--- src/rtl/frame_loader.sv ---
`default_nettype none
// ============================================================================
//  Module   : frame_loader
//  Purpose  : Streams one frame of RGB pixels from a valid/ready source into
//             an adapter's ping-pong line buffers. Each line is written to the
//             buffer selected by BufSel, which alternates every line. Before
//             each line the loader waits for the selected buffer to be free.
//  Revision : 1.0 - initial release
// ----------------------------------------------------------------------------
//  Ports
//    clk                 : clock, all logic on rising edge
//    reset               : synchronous active-high reset
//    AIPOut_PD[9:0]      : active pixels per line (latched on accepted start)
//    AILOut_PD[9:0]      : active lines per frame (latched on accepted start)
//    start               : one-cycle frame load request (honoured in IDLE only)
//    PxValid, PxR/G/B    : pixel source stream
//    PxReady             : pixel accepted when PxValid & PxReady
//    Buf0Empty/Buf1Empty : line buffer 0/1 free
//    WData[31:0]         : packed pixel word {8'h00, R, G, B}
//    WE0/WE1             : one-cycle write strobe to buffer 0/1
//    CSDisplay           : frame in progress
//    FrameDone, CfgErr   : one-cycle status pulses
//    FrameCount[15:0]    : completed frames, wrapping
//                          (present only with FRAME_LOADER_FRAME_CNT_EN)
//  Build option
//    FRAME_LOADER_FRAME_CNT_EN : adds the FrameCount output and its register
// ============================================================================
module frame_loader (
    input  logic        clk,
    input  logic        reset,
    input  logic [9:0]  AIPOut_PD,
    input  logic [9:0]  AILOut_PD,
    input  logic        start,
    input  logic        PxValid,
    input  logic [7:0]  PxR,
    input  logic [7:0]  PxG,
    input  logic [7:0]  PxB,
    output logic        PxReady,
    input  logic        Buf0Empty,
    input  logic        Buf1Empty,
    output logic [31:0] WData,
    output logic        WE0,
    output logic        WE1,
    output logic        CSDisplay,
    output logic        FrameDone,
    output logic        CfgErr
`ifdef FRAME_LOADER_FRAME_CNT_EN
    ,
    output logic [15:0] FrameCount
`endif
);

    typedef enum logic [1:0] {
        S_IDLE     = 2'd0,
        S_WAIT_BUF = 2'd1,
        S_LOAD     = 2'd2,
        S_DONE     = 2'd3
    } state_t;

    state_t      r_state;
    state_t      w_state_next;

    logic [9:0]  r_aip;
    logic [9:0]  r_ail;
    logic [9:0]  r_pix_cnt;
    logic [9:0]  r_line_cnt;
    logic        r_buf_sel;
    logic [31:0] r_wdata;
    logic        r_we0;
    logic        r_we1;
    logic        r_cfg_err;

    logic        w_cfg_ok;
    logic        w_start_ok;
    logic        w_accept;
    logic        w_line_end;
    logic        w_last_line;
    logic        w_buf_empty;

    assign w_cfg_ok    = (AIPOut_PD != 10'd0) && (AILOut_PD != 10'd0);
    assign w_start_ok  = (r_state == S_IDLE) && start && w_cfg_ok;
    assign w_accept    = (r_state == S_LOAD) && PxValid;
    assign w_line_end  = w_accept && (r_pix_cnt == (r_aip - 10'd1));
    assign w_last_line = (r_line_cnt == (r_ail - 10'd1));
    assign w_buf_empty = r_buf_sel ? Buf1Empty : Buf0Empty;

    // ------------------------------------------------------------------
    // State register
    // ------------------------------------------------------------------
    always_ff @(posedge clk) begin
        if (reset) begin
            r_state <= S_IDLE;
        end else begin
            r_state <= w_state_next;
        end
    end

    // ------------------------------------------------------------------
    // Next-state logic
    // ------------------------------------------------------------------
    always_comb begin
        w_state_next = r_state;
        case (r_state)
            S_IDLE: begin
                if (w_start_ok) begin
                    w_state_next = S_WAIT_BUF;
                end
            end
            S_WAIT_BUF: begin
                if (w_buf_empty) begin
                    w_state_next = S_LOAD;
                end
            end
            S_LOAD: begin
                if (w_line_end) begin
                    w_state_next = w_last_line ? S_DONE : S_WAIT_BUF;
                end
            end
            S_DONE: begin
                w_state_next = S_IDLE;
            end
            default: begin
                w_state_next = S_IDLE;
            end
        endcase
    end

    // ------------------------------------------------------------------
    // Datapath: latched geometry, counters, buffer select, write port.
    // The write strobe is registered, so the last pixel of a line is still
    // written in the cycle after the FSM has left LOAD.
    // ------------------------------------------------------------------
    always_ff @(posedge clk) begin
        if (reset) begin
            r_aip      <= 10'd0;
            r_ail      <= 10'd0;
            r_pix_cnt  <= 10'd0;
            r_line_cnt <= 10'd0;
            r_buf_sel  <= 1'b0;
            r_wdata    <= 32'd0;
            r_we0      <= 1'b0;
            r_we1      <= 1'b0;
            r_cfg_err  <= 1'b0;
        end else begin
            r_we0     <= 1'b0;
            r_we1     <= 1'b0;
            r_cfg_err <= 1'b0;

            if ((r_state == S_IDLE) && start) begin
                if (w_cfg_ok) begin
                    r_aip      <= AIPOut_PD;
                    r_ail      <= AILOut_PD;
                    r_pix_cnt  <= 10'd0;
                    r_line_cnt <= 10'd0;
                    r_buf_sel  <= 1'b0;
                end else begin
                    r_cfg_err  <= 1'b1;
                end
            end

            if (w_accept) begin
                r_wdata <= {8'h00, PxR, PxG, PxB};
                r_we0   <= ~r_buf_sel;
                r_we1   <= r_buf_sel;
                if (w_line_end) begin
                    r_pix_cnt  <= 10'd0;
                    r_line_cnt <= r_line_cnt + 10'd1;
                    r_buf_sel  <= ~r_buf_sel;
                end else begin
                    r_pix_cnt  <= r_pix_cnt + 10'd1;
                end
            end
        end
    end

    // ------------------------------------------------------------------
    // Outputs. Gating with reset forces every output to 0 for the whole
    // time reset is high, including the first cycle before the registers
    // have been cleared by a clock edge.
    // ------------------------------------------------------------------
    assign PxReady   = ~reset & (r_state == S_LOAD);
    assign CSDisplay = ~reset & ((r_state == S_WAIT_BUF) || (r_state == S_LOAD));
    assign FrameDone = ~reset & (r_state == S_DONE);
    assign CfgErr    = ~reset & r_cfg_err;
    assign WE0       = ~reset & r_we0;
    assign WE1       = ~reset & r_we1;
    assign WData     = reset ? 32'd0 : r_wdata;

`ifdef FRAME_LOADER_FRAME_CNT_EN
    logic [15:0] r_frame_cnt;

    always_ff @(posedge clk) begin
        if (reset) begin
            r_frame_cnt <= 16'd0;
        end else if (r_state == S_DONE) begin
            r_frame_cnt <= r_frame_cnt + 16'd1;
        end
    end

    assign FrameCount = r_frame_cnt;
`endif

endmodule

`default_nettype wire

--- config.mk ---
export PLATFORM = sky130hd
export DESIGN_NAME = frame_loader
export DESIGN_NICKNAME = d
export VERILOG_FILES = /design/src/rtl/frame_loader.sv
export SDC_FILE = /design/constraint.sdc
export NUM_CORES = 1
export LEC_CHECK = 0
export CAP_MARGIN = 20
export CORE_MARGIN = 1.5
export CORE_UTILIZATION = 56
export CTS_BUF_LIST = sky130_fd_sc_hd__clkbuf_4
export CTS_CLUSTER_DIAMETER = 150
export CTS_CLUSTER_SIZE = 30
export DETAILED_ROUTE_END_ITERATION = 6
export GPL_TIMING_DRIVEN = 0
export PLACE_DENSITY = 0.87
export SYNTH_ARGS = -nofsm -noshare
export SYNTH_HDL_FRONTEND = slang
export SYNTH_SLANG_ARGS = --single-unit
--- constraint.sdc ---
create_clock -name clk -period 5.1 [get_ports clk]
set_input_delay 0.765 -clock clk [delete_from_list [all_inputs] [get_ports clk]]
set_output_delay 0.765 -clock clk [all_outputs]
set_load 0.02 [all_outputs]
Word-level counts from Yosys, hierarchy flattened
Cells that the tools add are included.
- register bits: 70
- latch bits: 0
- RAM bits: 0
- memory bits (read-only): 0
- bits of input ports: 50
- output and inout port bits: 38
- logic and storage cells: 68
- memories kept: 0
- $add $sub $neg: 4
- multipliers: 0
- div/mod/pow operators: 0
- order comparisons: 0
- equality and inequality tests: 8
- shift operators: 0
- multiplexer cells: 20
- bitwise operators: 10
- reduce and logical (&&, ||, !) cells: 16
- operators by type and width (operator ; count):
    2-to-1 mux 10 bit ; 8
    2-to-1 mux 24 bit ; 1
    adder 10 x 1 -> 10 bit, second input constant ; 2
    equality test 10 bit ; 2
    nonzero test 10 bit ; 2
    subtractor 10 x 1 -> 10 bit, second input constant ; 2
    2-to-1 mux 2 bit ; 4
    one-hot mux 2 bit (4 select lines) ; 1
    bitwise AND 1 bit ; 6
    2-to-1 mux 1 bit ; 6
    inequality test 2 bit, second input constant ; 3
    logical AND 1 bit ; 5
    equality test 2 bit, second input constant ; 2
    NOT 1 bit ; 4
    AND reduction 2 bit ; 2
    nonzero test 2 bit ; 2
    OR reduction 2 bit ; 2
    AND reduction 3 bit ; 1
    equality test 2 x 1 -> 1 bit, second input constant ; 1
    logical NOT 2 bit ; 1
    logical OR 1 bit ; 1

Logic depth before layout (Yosys ltp)
- depth after elaboration: 6
- depth in mapped cells: 10
- mapped depth without buffers: 9

Worst setup path after synthesis
OpenSTA, ideal clock, no wires.
- kind: register to register
- start point: reg r_aip[0]
- end point: reg r_pix_cnt[6]
- library setup time: 0.120 ns
- data arrival time: 2.399 ns
- setup slack: 2.581 ns
- cell stages (with the launch flop): 11
- path buffers: 1
- period minus slack after synthesis: 2.519 ns
- cells stage by stage: dfxtp_1 -> inv_1 -> ha_1 -> o21ba_2 -> a221oi_1 -> a41oi_1 -> or4_4 -> o21ai_4 -> buf_6 -> nor2_1 -> a211o_1
- longest elaborated chain between the ends: 5
- ends and longest elaborated chain (item ; RTL line ; source):
    start: declaration ; 63 ; logic [9:0] r_aip;
    start signal: assignment ; 151 ; r_aip <= AIPOut_PD;
    subtractor 10 x 1 -> 10 bit ; 83 ; assign w_line_end = w_accept && (r_pix_cnt == (r_aip - 10'd1));
    equality test 10 bit ; 83 ;
    logical AND 1 bit ; 83 ;
    2-to-1 mux 10 bit ; 165 ; if (w_line_end) begin
    2-to-1 mux 10 bit ; 161 ; if (w_accept) begin
    end signal: assignment ; 170 ; r_pix_cnt <= r_pix_cnt + 10'd1;
    end: declaration ; 65 ; logic [9:0] r_pix_cnt;
Every way passes these cells.
A chain may end at the register's enable or synchronous reset.

Final worst setup path
- start point: in reset
- end point: out WData[22]
- longest elaborated chain between the ends: 1
- ends and longest elaborated chain (item ; RTL line ; source):
    start: declaration ; 30 ; input logic reset,
    2-to-1 mux 24 bit ; 187 ; assign WData = reset ? 32'd0 : r_wdata;
    end: declaration ; 41 ; output logic [31:0] WData,
Every way passes these cells.

==> summary.log <==
INFO  status         outcome=finished clean
INFO  route          avgRoutedWirePerCell=14.1microns
INFO  placed_design  hpwl=7.19mm
INFO  critical_path  r2r_cells=10
INFO  clock_tree     clock_tree_from_tritoncts=yes
INFO  yosys          ys_seq_area_share=36.1%
INFO  floorplanning  die_h=86.2microns
INFO  power_and_ir_drop leakage=0.00190uW
INFO  sta            layout_min_cycle_time=3.63ns
INFO  clock_tree     postCtsSetupBuffers=0
INFO  global_route   wire_length_of_the_first_global_routing_pass=15.4mm
INFO  worst_hold_path hold_path_startpoint=r_wdata[10]$_SDFFE_PP0P_
INFO  critical_path  critical_path.startpoint=reset
INFO  clock_tree     cts_max_path_buffers=2
INFO  finish         num_antenna_cells=0
INFO  finish         layout_filler_cell_count=531
INFO  route          num_vias=3613
INFO  yosys          synth_edf_count=0
INFO  placed_design  place_congestion=0.899
INFO  yosys          yosys.cell_types.count=58
INFO  yosys          synth_compound_area_share=12.6%
INFO  yosys          synth_xor_area_share=7.39%
INFO  global_route   gr-usage-all-layers=25.9%
INFO  route          drt_first_iter_violations=162
INFO  power_and_ir_drop irDropWorstVdd=0.218mV
INFO  worst_hold_path hp-class=reg2reg
INFO  yosys          ys_async_sr_fraction=0%
INFO  yosys          ys_dominant_reg_cell=sky130_fd_sc_hd__dfxtp_1
INFO  global_route   antenna_found_initial=0
INFO  finish         num-nets-final=632
INFO  sta            slew_violations=0
INFO  yosys          synth.ff_latch_count=70
INFO  yosys          yosysMostFrequentCell=sky130_fd_sc_hd__nand2_1
INFO  yosys          synth.avg_cell_area=8.15squm
INFO  clock_tree     clk_latency=0.42ns
INFO  yosys          netlist.top_cell.by_area=sky130_fd_sc_hd__dfxtp_1
INFO  floorplanning  starting_utilization_of_the_core_area=57.4%
INFO  yosys          post_synth_inst_count=476
INFO  sta            fin_tns_setup=0ns
INFO  finish         layout-drive-gt1-share=7.09%
INFO  worst_hold_path timing.hold.worst_endpoint=r_wdata[10]$_SDFFE_PP0P_
INFO  route          drt.antenna.violating_nets=0
INFO  sta            final_hold_viol_count=0
INFO  critical_path  critical_path.endpoint_type=primary output
INFO  yosys          netlist.area_leader.share=36.1%
INFO  global_route   grt_start_max_net_pins=13
INFO  floorplanning  core_area=6760squm
INFO  route          vias_per_instance=5.49
INFO  floorplanning  io-pin-count=88
INFO  yosys          netlist_top_cells_area=sky130_fd_sc_hd__dfxtp_1 (36%), sky130_fd_sc_hd__nand2_1 (7.0%), sky130_fd_sc_hd__mux2i_1 (5.4%), sky130_fd_sc_hd__nor2b_1 (5.2%), sky130_fd_sc_hd__nor2_1 (4.4%)
INFO  yosys          synth.top_cells.by_count=sky130_fd_sc_hd__nand2_1 (72), sky130_fd_sc_hd__dfxtp_1 (70), sky130_fd_sc_hd__nor2_1 (45), sky130_fd_sc_hd__nor2b_1 (32), sky130_fd_sc_hd__a21oi_1 (31)
INFO  clock_tree     clkTransAtPathRegs=0.11ns
INFO  yosys          yosys.area_share.adder=2.90%
INFO  critical_path  rr_startpoint=r_aip[0]$_SDFFE_PP0P_
INFO  job            total_of_max_cap_violations=0
INFO  clock_tree     clock_buffer_count_from_cts=9
INFO  clock_tree     cts-hold-fix-buffers=0
INFO  critical_path  setup.reg_to_reg.worst_slack=2.14ns
INFO  floorplanning  site_row_count=30
INFO  sta            slew-limit-headroom=40.5%
INFO  sta            max_freq=275MHz
INFO  yosys          yosysWarnings=0
INFO  sta            final.setup_skew=0.00899ns
INFO  sta            hold_ws=0.457ns
INFO  yosys          largest_family_of_logic_cells_by_synthesized_area=simple AND/OR/NAND/NOR gates
INFO  critical_path  worstPathRequired=4.34ns
INFO  sta            layout_worst_path_cycle_share=71.2%
INFO  sta            grt_setup_unrepaired=false
INFO  clock_tree     cts-resized-gates=0
INFO  global_route   grt_pass1_vias=3298
INFO  clock_tree     clock_sinks=70
INFO  placed_design  port_buffers=79
INFO  critical_path  start_kind=primary input
INFO  worst_hold_path worstHoldPathCells=2
INFO  power_and_ir_drop p_per_area=308nW/um^2
INFO  clock_tree     clock-root-buffer=sky130_fd_sc_hd__clkbuf_4
INFO  route          drt_wl_total=9.30mm
INFO  sta            max_slew.worst_pin.slew=0.885ns
INFO  floorplanning  total_die_area=7430squm
INFO  clock_tree     h_tree_level_count=3
INFO  sta            setup_viol_count_final=0
INFO  yosys          synth.mux.area_fraction=5.71%
INFO  critical_path  critical_path.reg2reg.endpoint=r_line_cnt[2]$_SDFF_PP0_
INFO  critical_path  critical_path_class=in2out
INFO  route          drt-pass1-iter-count=4
INFO  yosys          synth-simple-area-share=29.9%
INFO  route          drc=0
INFO  finish         areaGrowthSynthToFinish=26.6%
INFO  yosys          synth.cell_area=3880squm
INFO  floorplanning  fp.dieW=86.2microns
INFO  critical_path  arrival=2.87ns
INFO  global_route   gr-total-overflow=0
INFO  critical_path  crit_path_max_fo=10
## metal layers
layer	global-route usage [%]	up-vias	part of all wire (%)
li1	-	1809	-
met1	32.1	1693	44
met2	45.2	94	50
met3	4.10	17	4.3
met4	9.97	0	2.0
met5	0	-	0
## how the worst max path moves through the flow
stage / end / slack (ns) / cells past startpoint
floorplan: r_pix_cnt[6]$_SDFFE_PP0P_ / 2.58 / 10
global placement: WData[22] / 1.43 / 5
detailed placement: WData[22] / 1.45 / 5
CTS: WData[22] / 1.45 / 5
global route: WData[3] / 1.36 / 5
finish: WData[22] / 1.47 / 5
## critical path: stages
cell	delay, ns
sky130_fd_sc_hd__clkdlybuf4s50_1	0.63
sky130_fd_sc_hd__clkbuf_1	0.40
sky130_fd_sc_hd__buf_1	0.41
sky130_fd_sc_hd__nor2b_1	0.08
sky130_fd_sc_hd__clkdlybuf4s50_1	0.57
## flip-flops by register name (all words and copies together), names as in the netlist
register    flops
r_cfg_err       1
r_wdata        24
r_line_cnt     10
r_state         2
r_pix_cnt      10
r_aip          10
r_ail          10
r_buf_sel       1
r_we1           1
r_we0           1
## power by group
group          total (uW)  switching (uW)  internal, uW
combinational         558             302           256
clock                 306             203           103
sequential            650            53.6           596
total                1510             559           956
## logic make-up after synthesis
family / after synthesis
and+or+nand+nor: 226
AOI/OAI and AO/OA: 74
xor gates and xnor gates: 31
other: 1
DFF: 70
adders and majority gates: 9
muxes: 22
buffers and inverters: 43
## stage by stage
step | util, % | cells | setup slack [ns] | power [uW] | instance area (sq um)
after global routing | 72.6 | 658 | 1.36 | 1610 | 4910
after CTS | 72.6 | 658 | 1.45 | 1520 | 4910
after floorplan | - | 483 | 2.58 | 1050 | 3900
after detailed placement | 71.0 | 642 | 1.45 | 1210 | 4790
after global placement | 71.0 | 642 | 1.43 | 1180 | 4790
final | 72.6 | 658 | 1.47 | 1510 | 4910
## placed cells by master, fill, tap and decap left out, types with 16 or more instances in the layout
master	instances
sky130_fd_sc_hd__nand3_1	16
sky130_fd_sc_hd__a21oi_1	31
sky130_fd_sc_hd__clkdlybuf4s50_1	79
sky130_fd_sc_hd__nand2_1	72
sky130_fd_sc_hd__dfxtp_1	70
sky130_fd_sc_hd__clkbuf_1	16
sky130_fd_sc_hd__xor2_1	19
sky130_fd_sc_hd__mux2i_1	21
sky130_fd_sc_hd__nor2_1	45
sky130_fd_sc_hd__nor2b_1	32
## area by class of cell
| type | instances | area, sq um | area share [%] |
|---|---|---|---|
| inverter | 11 | 41.3 | 0.841 |
| clock inverter | 6 | 38.8 | 0.790 |
| buffer | 32 | 161 | 3.29 |
| tap | 80 | 100 | 2.04 |
| timing repair buffer | 79 | 791 | 16.1 |
| multi-input combinational | 370 | 2300 | 46.9 |
| clock buffer | 10 | 75.1 | 1.53 |
| sequential | 70 | 1400 | 28.5 |
Power figures use the tool's default switching activity.
